==> config.mk <==
export PLATFORM = sky130hd
export DESIGN_NAME = pmc_rx_fifo
export DESIGN_NICKNAME = d
export VERILOG_FILES = /design/src/rtl/pmc_rx_fifo_pkg.sv /design/src/rtl/pmc_rx_fifo_mem.sv /design/src/rtl/pmc_rx_fifo.sv
export SDC_FILE = /design/constraint.sdc
export NUM_CORES = 2
export LEC_CHECK = 0
export ABC_AREA = 1
export BUFFER_PORTS_ARGS = -buffer_cell sky130_fd_sc_hd__buf_2
export CAP_MARGIN = 20
export CORE_AREA = 2 2 559 561
export CTS_BUF_LIST = sky130_fd_sc_hd__clkbuf_4 sky130_fd_sc_hd__clkbuf_8
export CTS_CLUSTER_SIZE = 25
export DETAILED_ROUTE_END_ITERATION = 16
export DIE_AREA = 0 0 561 563
export HOLD_SLACK_MARGIN = 0.15
export PLACE_DENSITY = 0.51
export SYNTH_ARGS = -nofsm -noshare
export SYNTH_HDL_FRONTEND = slang
export SYNTH_SLANG_ARGS = --single-unit
==> constraint.sdc <==
create_clock -name clk -period 5 [get_ports clk]
set_clock_uncertainty 0.1 [all_clocks]
set_input_delay 0.75 -clock clk [delete_from_list [all_inputs] [get_ports clk]]
set_output_delay 0.75 -clock clk [all_outputs]
set_load 0.1 [all_outputs]
==> src/rtl/pmc_rx_fifo_pkg.sv <==
// Shared types and constants for the pixel-matrix readout capture FIFO.
package pmc_rx_fifo_pkg;

  localparam int PMC_RX_DEFAULT_DEPTH = 64;
  // Widest level field needed for the largest supported DEPTH (1024).
  localparam int PMC_RX_MAX_LVL_W     = 11;

  typedef struct packed {
    logic                        ovf;
    logic                        udf;
    logic                        full;
    logic                        empty;
    logic [PMC_RX_MAX_LVL_W-1:0] level;
  } pmc_rx_status_t;

endpackage

==> src/rtl/pmc_rx_fifo_mem.sv <==
// Simple dual-port word storage: synchronous write, asynchronous read.
module pmc_rx_fifo_mem
  import pmc_rx_fifo_pkg::*;
#(
  parameter int DEPTH = PMC_RX_DEFAULT_DEPTH,
  parameter int AW    = $clog2(DEPTH),
  parameter int DW    = 32
) (
  input  logic          clk,
  input  logic          we,
  input  logic [AW-1:0] waddr,
  input  logic [DW-1:0] wdata,
  input  logic [AW-1:0] raddr,
  output logic [DW-1:0] rdata
);

  logic [DW-1:0] mem_q [DEPTH];

  always_ff @(posedge clk) begin
    if (we) mem_q[waddr] <= wdata;
  end

  assign rdata = mem_q[raddr];

endmodule

==> src/rtl/pmc_rx_fifo.sv <==
// Captures 32 column bits on each clkSh rising edge into a FWFT FIFO.
// Optional threshold/overflow interrupt enabled by defining PMC_RX_FIFO_IRQ_EN.
module pmc_rx_fifo
  import pmc_rx_fifo_pkg::*;
#(
  parameter int DEPTH = PMC_RX_DEFAULT_DEPTH,
  parameter int LVL_W = $clog2(DEPTH) + 1
) (
  input  logic             clk,
  input  logic             rst,
  input  logic             en,
  input  logic             clr,
  input  logic             sh,
  input  logic             pclk,
  input  logic [31:0]      pm_dout,
  input  logic             pop,
  output logic [31:0]      rdata,
  output logic             empty,
  output logic             full,
  output logic [LVL_W-1:0] level,
  output logic             ovf,
  output logic             udf
`ifdef PMC_RX_FIFO_IRQ_EN
  ,
  input  logic [LVL_W-1:0] thr,
  output logic             irq
`endif
);

  localparam int AW = LVL_W - 1;

  logic [LVL_W-1:0] wptr_q, wptr_d;
  logic [LVL_W-1:0] rptr_q, rptr_d;
  logic             pclk_q;
  logic             ovf_q, ovf_d;
  logic             udf_q, udf_d;
  logic             cap, push_ok, pop_ok, wr_en;
  logic [31:0]      mem_rdata;

  assign cap   = en & ~sh & pclk & ~pclk_q;
  assign empty = (wptr_q == rptr_q);
  assign full  = (wptr_q[AW] != rptr_q[AW]) && (wptr_q[AW-1:0] == rptr_q[AW-1:0]);

  // A pop on a full FIFO frees the slot the simultaneous push needs.
  assign pop_ok  = pop & ~empty;
  assign push_ok = cap & (~full | pop_ok);
  assign wr_en   = push_ok & ~clr & ~rst;

  always_comb begin
    wptr_d = wptr_q;
    rptr_d = rptr_q;
    ovf_d  = ovf_q;
    udf_d  = udf_q;
    if (clr) begin
      wptr_d = '0;
      rptr_d = '0;
      ovf_d  = 1'b0;
      udf_d  = 1'b0;
    end else begin
      if (push_ok)             wptr_d = wptr_q + LVL_W'(1);
      if (pop_ok)              rptr_d = rptr_q + LVL_W'(1);
      if (cap && !push_ok)     ovf_d  = 1'b1;
      if (pop && empty)        udf_d  = 1'b1;
    end
  end

  always_ff @(posedge clk) begin
    if (rst) begin
      wptr_q <= '0;
      rptr_q <= '0;
      pclk_q <= 1'b0;
      ovf_q  <= 1'b0;
      udf_q  <= 1'b0;
    end else begin
      wptr_q <= wptr_d;
      rptr_q <= rptr_d;
      pclk_q <= pclk;
      ovf_q  <= ovf_d;
      udf_q  <= udf_d;
    end
  end

  pmc_rx_fifo_mem #(
    .DEPTH (DEPTH),
    .AW    (AW),
    .DW    (32)
  ) u_mem (
    .clk   (clk),
    .we    (wr_en),
    .waddr (wptr_q[AW-1:0]),
    .wdata (pm_dout),
    .raddr (rptr_q[AW-1:0]),
    .rdata (mem_rdata)
  );

  assign rdata = empty ? 32'h0 : mem_rdata;
  assign level = wptr_q - rptr_q;
  assign ovf   = ovf_q;
  assign udf   = udf_q;

`ifdef PMC_RX_FIFO_IRQ_EN
  logic [LVL_W-1:0] level_next;
  logic             irq_q, irq_d;

  assign level_next = wptr_d - rptr_d;
  assign irq_d      = ((level_next >= thr) && (thr != '0)) || ovf_d;

  always_ff @(posedge clk) begin
    if (rst) irq_q <= 1'b0;
    else     irq_q <= irq_d;
  end

  assign irq = irq_q;
`endif

endmodule

==> impl_results.md <==
* Status: finished clean
* GRT Total Usage at 16.20%
* Slew Limit Fails at 0
* IO Port Bufs at 81
* Clock Tree Buf Depth at 4
* Cell depth of the worst hold path at 4
* Vias in the first global route at 54730
* H-Tree Depth at 5
* 1st-iter DRT viols at 4992
* Critical path fanouts, max at 96
* Slew headroom at 25.71%
* Post-Layout Cell Count at 11540
* Switching Share at 21.89%
* Core Area at 310400 um2
* Synth Register Bits at 2071
* R2R setup slack at 1.29 ns
* CP max stage cell: dfxtp_4
* Placed cell count at 10950
* Syn Std Cell Area at 83450 um2
* Seq/Total Area, Yosys at 74.25%
* Post-Syn Nets at 6975
* Via count at 55350
* Sequential power share at 56.1%
* Largest net degree at the start of global routing at 161
* Startpoint types: register
* Num CTS Buffers at 335
* Final setup violation count at 0
* Die area at 315800 um2
* Min cycle time layout at 4.893 ns
* Final hold vios at 0
* Final wirelength at 263200 um
* First-pass detailed-route iteration total at 5
* Internal at 26.55 mW
* Source of the worst hold timing path: en
* Crit-path max cell delay at 0.63 ns
* Final net count at 7208
* Period utilization at 97.85%
* Crit Reg-Reg Startpoint: wptr_q[3]
* CTS Root Cell: clkbuf_8
* CP cell instances: buf_4, buf_12, nand2_1, nand3_1, nand3_1, nand3_1, nand3_1, nand3_1, nand2_1, nor2_2, buf_12
* Hold EP: ovf
* Starting Density at 26.89%
* I/O pins at 82
* Setup Crit Path Kind: reg -> out
* LEAKAGE at 33.12 nW
* CP dominant cell by count: nand3_1
* Avg WL per Cell at 22.82 um
* Yosys Warn Count at 0
* Netlist cell types at 34
* Post-DP HPWL at 140100 um
* Sw power at 7.442 mW
* Share of post-route cells with drive strength above 1 at 12.59%
* Worst hold path type: in -> reg
* CP arrival at 4.04 ns
* GPL Wtd Cong at 0.7992
* DIE WIDTH at 561 um
* First-pass GRT wire length at 380300 um
* Max cap viols at 0
* Worst VDD drop at 0.0001667 V
* Antenna Violating Nets Remaining at 0
* R2r endpoint: u_mem.mem_q[22][18]
* CP required at 4.15 ns
* Height of the die at 563 um
* Clock Latency Late Sink at 0.92 ns
* Worst R2R Path Depth at 10
* Pre-CTS setup slack at 0.8562 ns
* Vias per Instance at 4.798
* Clock power frac at 41.1%
* Final WS setup at 0.1074 ns
* Area growth syn-to-layout at 15.90%
* Comb power frac at 2.8%
* Antenna violations before repair at 15
* Syn Inst Count at 6927
* Clk sink count at 2071
* Power per cell area at 351.5 nW/um2
* Clock transition at path regs at 0.06 ns
* DRC viols at 0
* Worst slew pin tran at 1.111 ns
* Synth Area per Inst at 12.05 um2
* Row cnt at 205
* Max Freq at 204.4 MHz
* CTS tree: done
* CP endpoint kind: output pin
* Gr ovfl total at 0
[worst max path at each step]
stage                         start                  to  slack (ns)
after global routing       register            rdata[4]     -0.0001
final                      register            rdata[5]        0.11
after floorplan           rptr_q[3]  u_mem.mem_q[63][0]        0.77
after detailed placement   register           rdata[21]        0.86
after global placement     register           rdata[21]        0.88
after CTS                  register           rdata[21]      -0.005
[critical path: cells and delay by family (launching register included)]
family,cells,cell delay [ns]
flip-flops,1,0.63
buffers and inverters,3,0.91
AND/OR/NAND/NOR,8,1.44
[state kept, by name, indices dropped and copies added, names as in the netlist, named ones only]
register,count
u_mem.mem_q,2048
rptr_q,7
wptr_q,7
ovf,1
pclk_q,1
udf,1
[synth_stat cells, drive strengths merged]
| cell | number | share of area [%] |
|---|---|---|
| clkinv | 1 | 0.0045 |
| edfxtp | 2048 | 74 |
| nand2 | 2253 | 10 |
| nor3b | 2 | 0.018 |
| ha | 8 | 0.12 |
| nor4 | 2 | 0.015 |
| nand4 | 7 | 0.052 |
| and3 | 1 | 0.0075 |
| a211oi | 1 | 0.0090 |
| clkbuf | 83 | 0.37 |
| nor3 | 5 | 0.036 |
| a21oi | 45 | 0.27 |
| fa | 1 | 0.024 |
| dfxtp | 23 | 0.55 |
| inv | 32 | 0.15 |
| xnor2 | 3 | 0.031 |
| xor2 | 5 | 0.052 |
| nand3b | 1 | 0.0090 |
| o21bai | 1 | 0.0090 |
| nor2 | 182 | 0.82 |
| buf | 365 | 2.4 |
| o21ai | 46 | 0.28 |
| o22ai | 17 | 0.13 |
| a31oi | 4 | 0.030 |
| nand3 | 1791 | 11 |
[stage by stage]
step / TNS (ns) / util [%] / total power [mW] / hold slack (ns) / instance area, um2
after floorplan: 0 / - / 19.85 / 0.3831 / 83450
after global routing: -0.0001177 / 31.16 / 35.08 / 0.2113 / 96710
after detailed placement: 0 / 29.09 / 20.37 / 0.3625 / 90280
after CTS: -0.005207 / 31.10 / 34.29 / 0.1801 / 96530
after global placement: 0 / 29.08 / 20.35 / 0.3580 / 90260
final: 0 / 31.16 / 34.00 / 0.2191 / 96710
[power groups by stage]
stage | clock [mW] | combinational, mW | sequential [mW]
floorplan | 0 | 0.399 | 19.4
global placement | 0 | 0.908 | 19.4
detailed placement | 0 | 0.926 | 19.4
CTS | 14.3 | 0.934 | 19.1
global route | 15.0 | 1.01 | 19.1
finish | 14.0 | 0.937 | 19.1
[metal layers]
layer | GRT usage (%) | part of all wire [%] | vias up | routed length, um
met5 | 0 | 0.026 | - | 69
met4 | 5.714 | 3.3 | 10 | 8743
met3 | 2.656 | 6.5 | 454 | 17160
met2 | 27.50 | 49 | 2036 | 128000
met1 | 20.86 | 42 | 27740 | 109300
li1 | - | - | 25110 | -
[cell type report]
| type | instances | area (um2) |
|---|---|---|
| Clock buffer | 459 | 5598 |
| Inverter | 33 | 172.7 |
| Timing Repair inverter | 1 | 8.758 |
| Tap cell | 4140 | 5180 |
| Clock inverter | 111 | 560.5 |
| Sequential cell | 2071 | 61980 |
| Fill cell | 31310 | 213600 |
| Multi-Input combinational cell | 4375 | 19510 |
| Timing Repair Buffer | 343 | 3700 |
| Antenna cell | 3 | 7.507 |
[what timing repair did]
item                                   4_1_cts  5_1_grt
resized for setup                           10        7
gates cloned                                 1        1
setup buffers                                0        1
hold buffers                                 4        0
pin swaps                                    0        0
setup endpoints to repair                    7       12
endpoints found under the hold margin        7        0
[cell usage in the layout (no fill, tap or decap), types with 7 or more instances in the layout]
master / instances
nand2_1: 2253
o21ai_0: 36
nand3_1: 1790
clkinvlp_4: 7
clkbuf_8: 344
edfxtp_1: 2048
buf_12: 89
o22ai_1: 17
clkbuf_4: 115
inv_1: 25
buf_4: 190
o21ai_1: 10
ha_1: 8
a21oi_1: 45
dfxtp_1: 17
nor2_1: 114
nand4_1: 7
clkinv_1: 65
clkinv_2: 32
buf_2: 49
nor2_4: 62
[cell families (layout without fill, tap and decap cells)]
| group | after synthesis | in the layout | synth area share (%) |
|---|---|---|---|
| DFF | 2071 | 2071 | 74.25 |
| xor gates and xnor gates | 8 | 8 | 0.08397 |
| and+or+nand+nor | 4244 | 4244 | 21.84 |
| other | 0 | 3 | 0 |
| adders and majority gates | 9 | 9 | 0.1439 |
| buffers and inverters | 481 | 947 | 2.964 |
| AOI/OAI and AO/OA | 114 | 114 | 0.7212 |
Note: power is estimated with default switching activity, not from simulation.
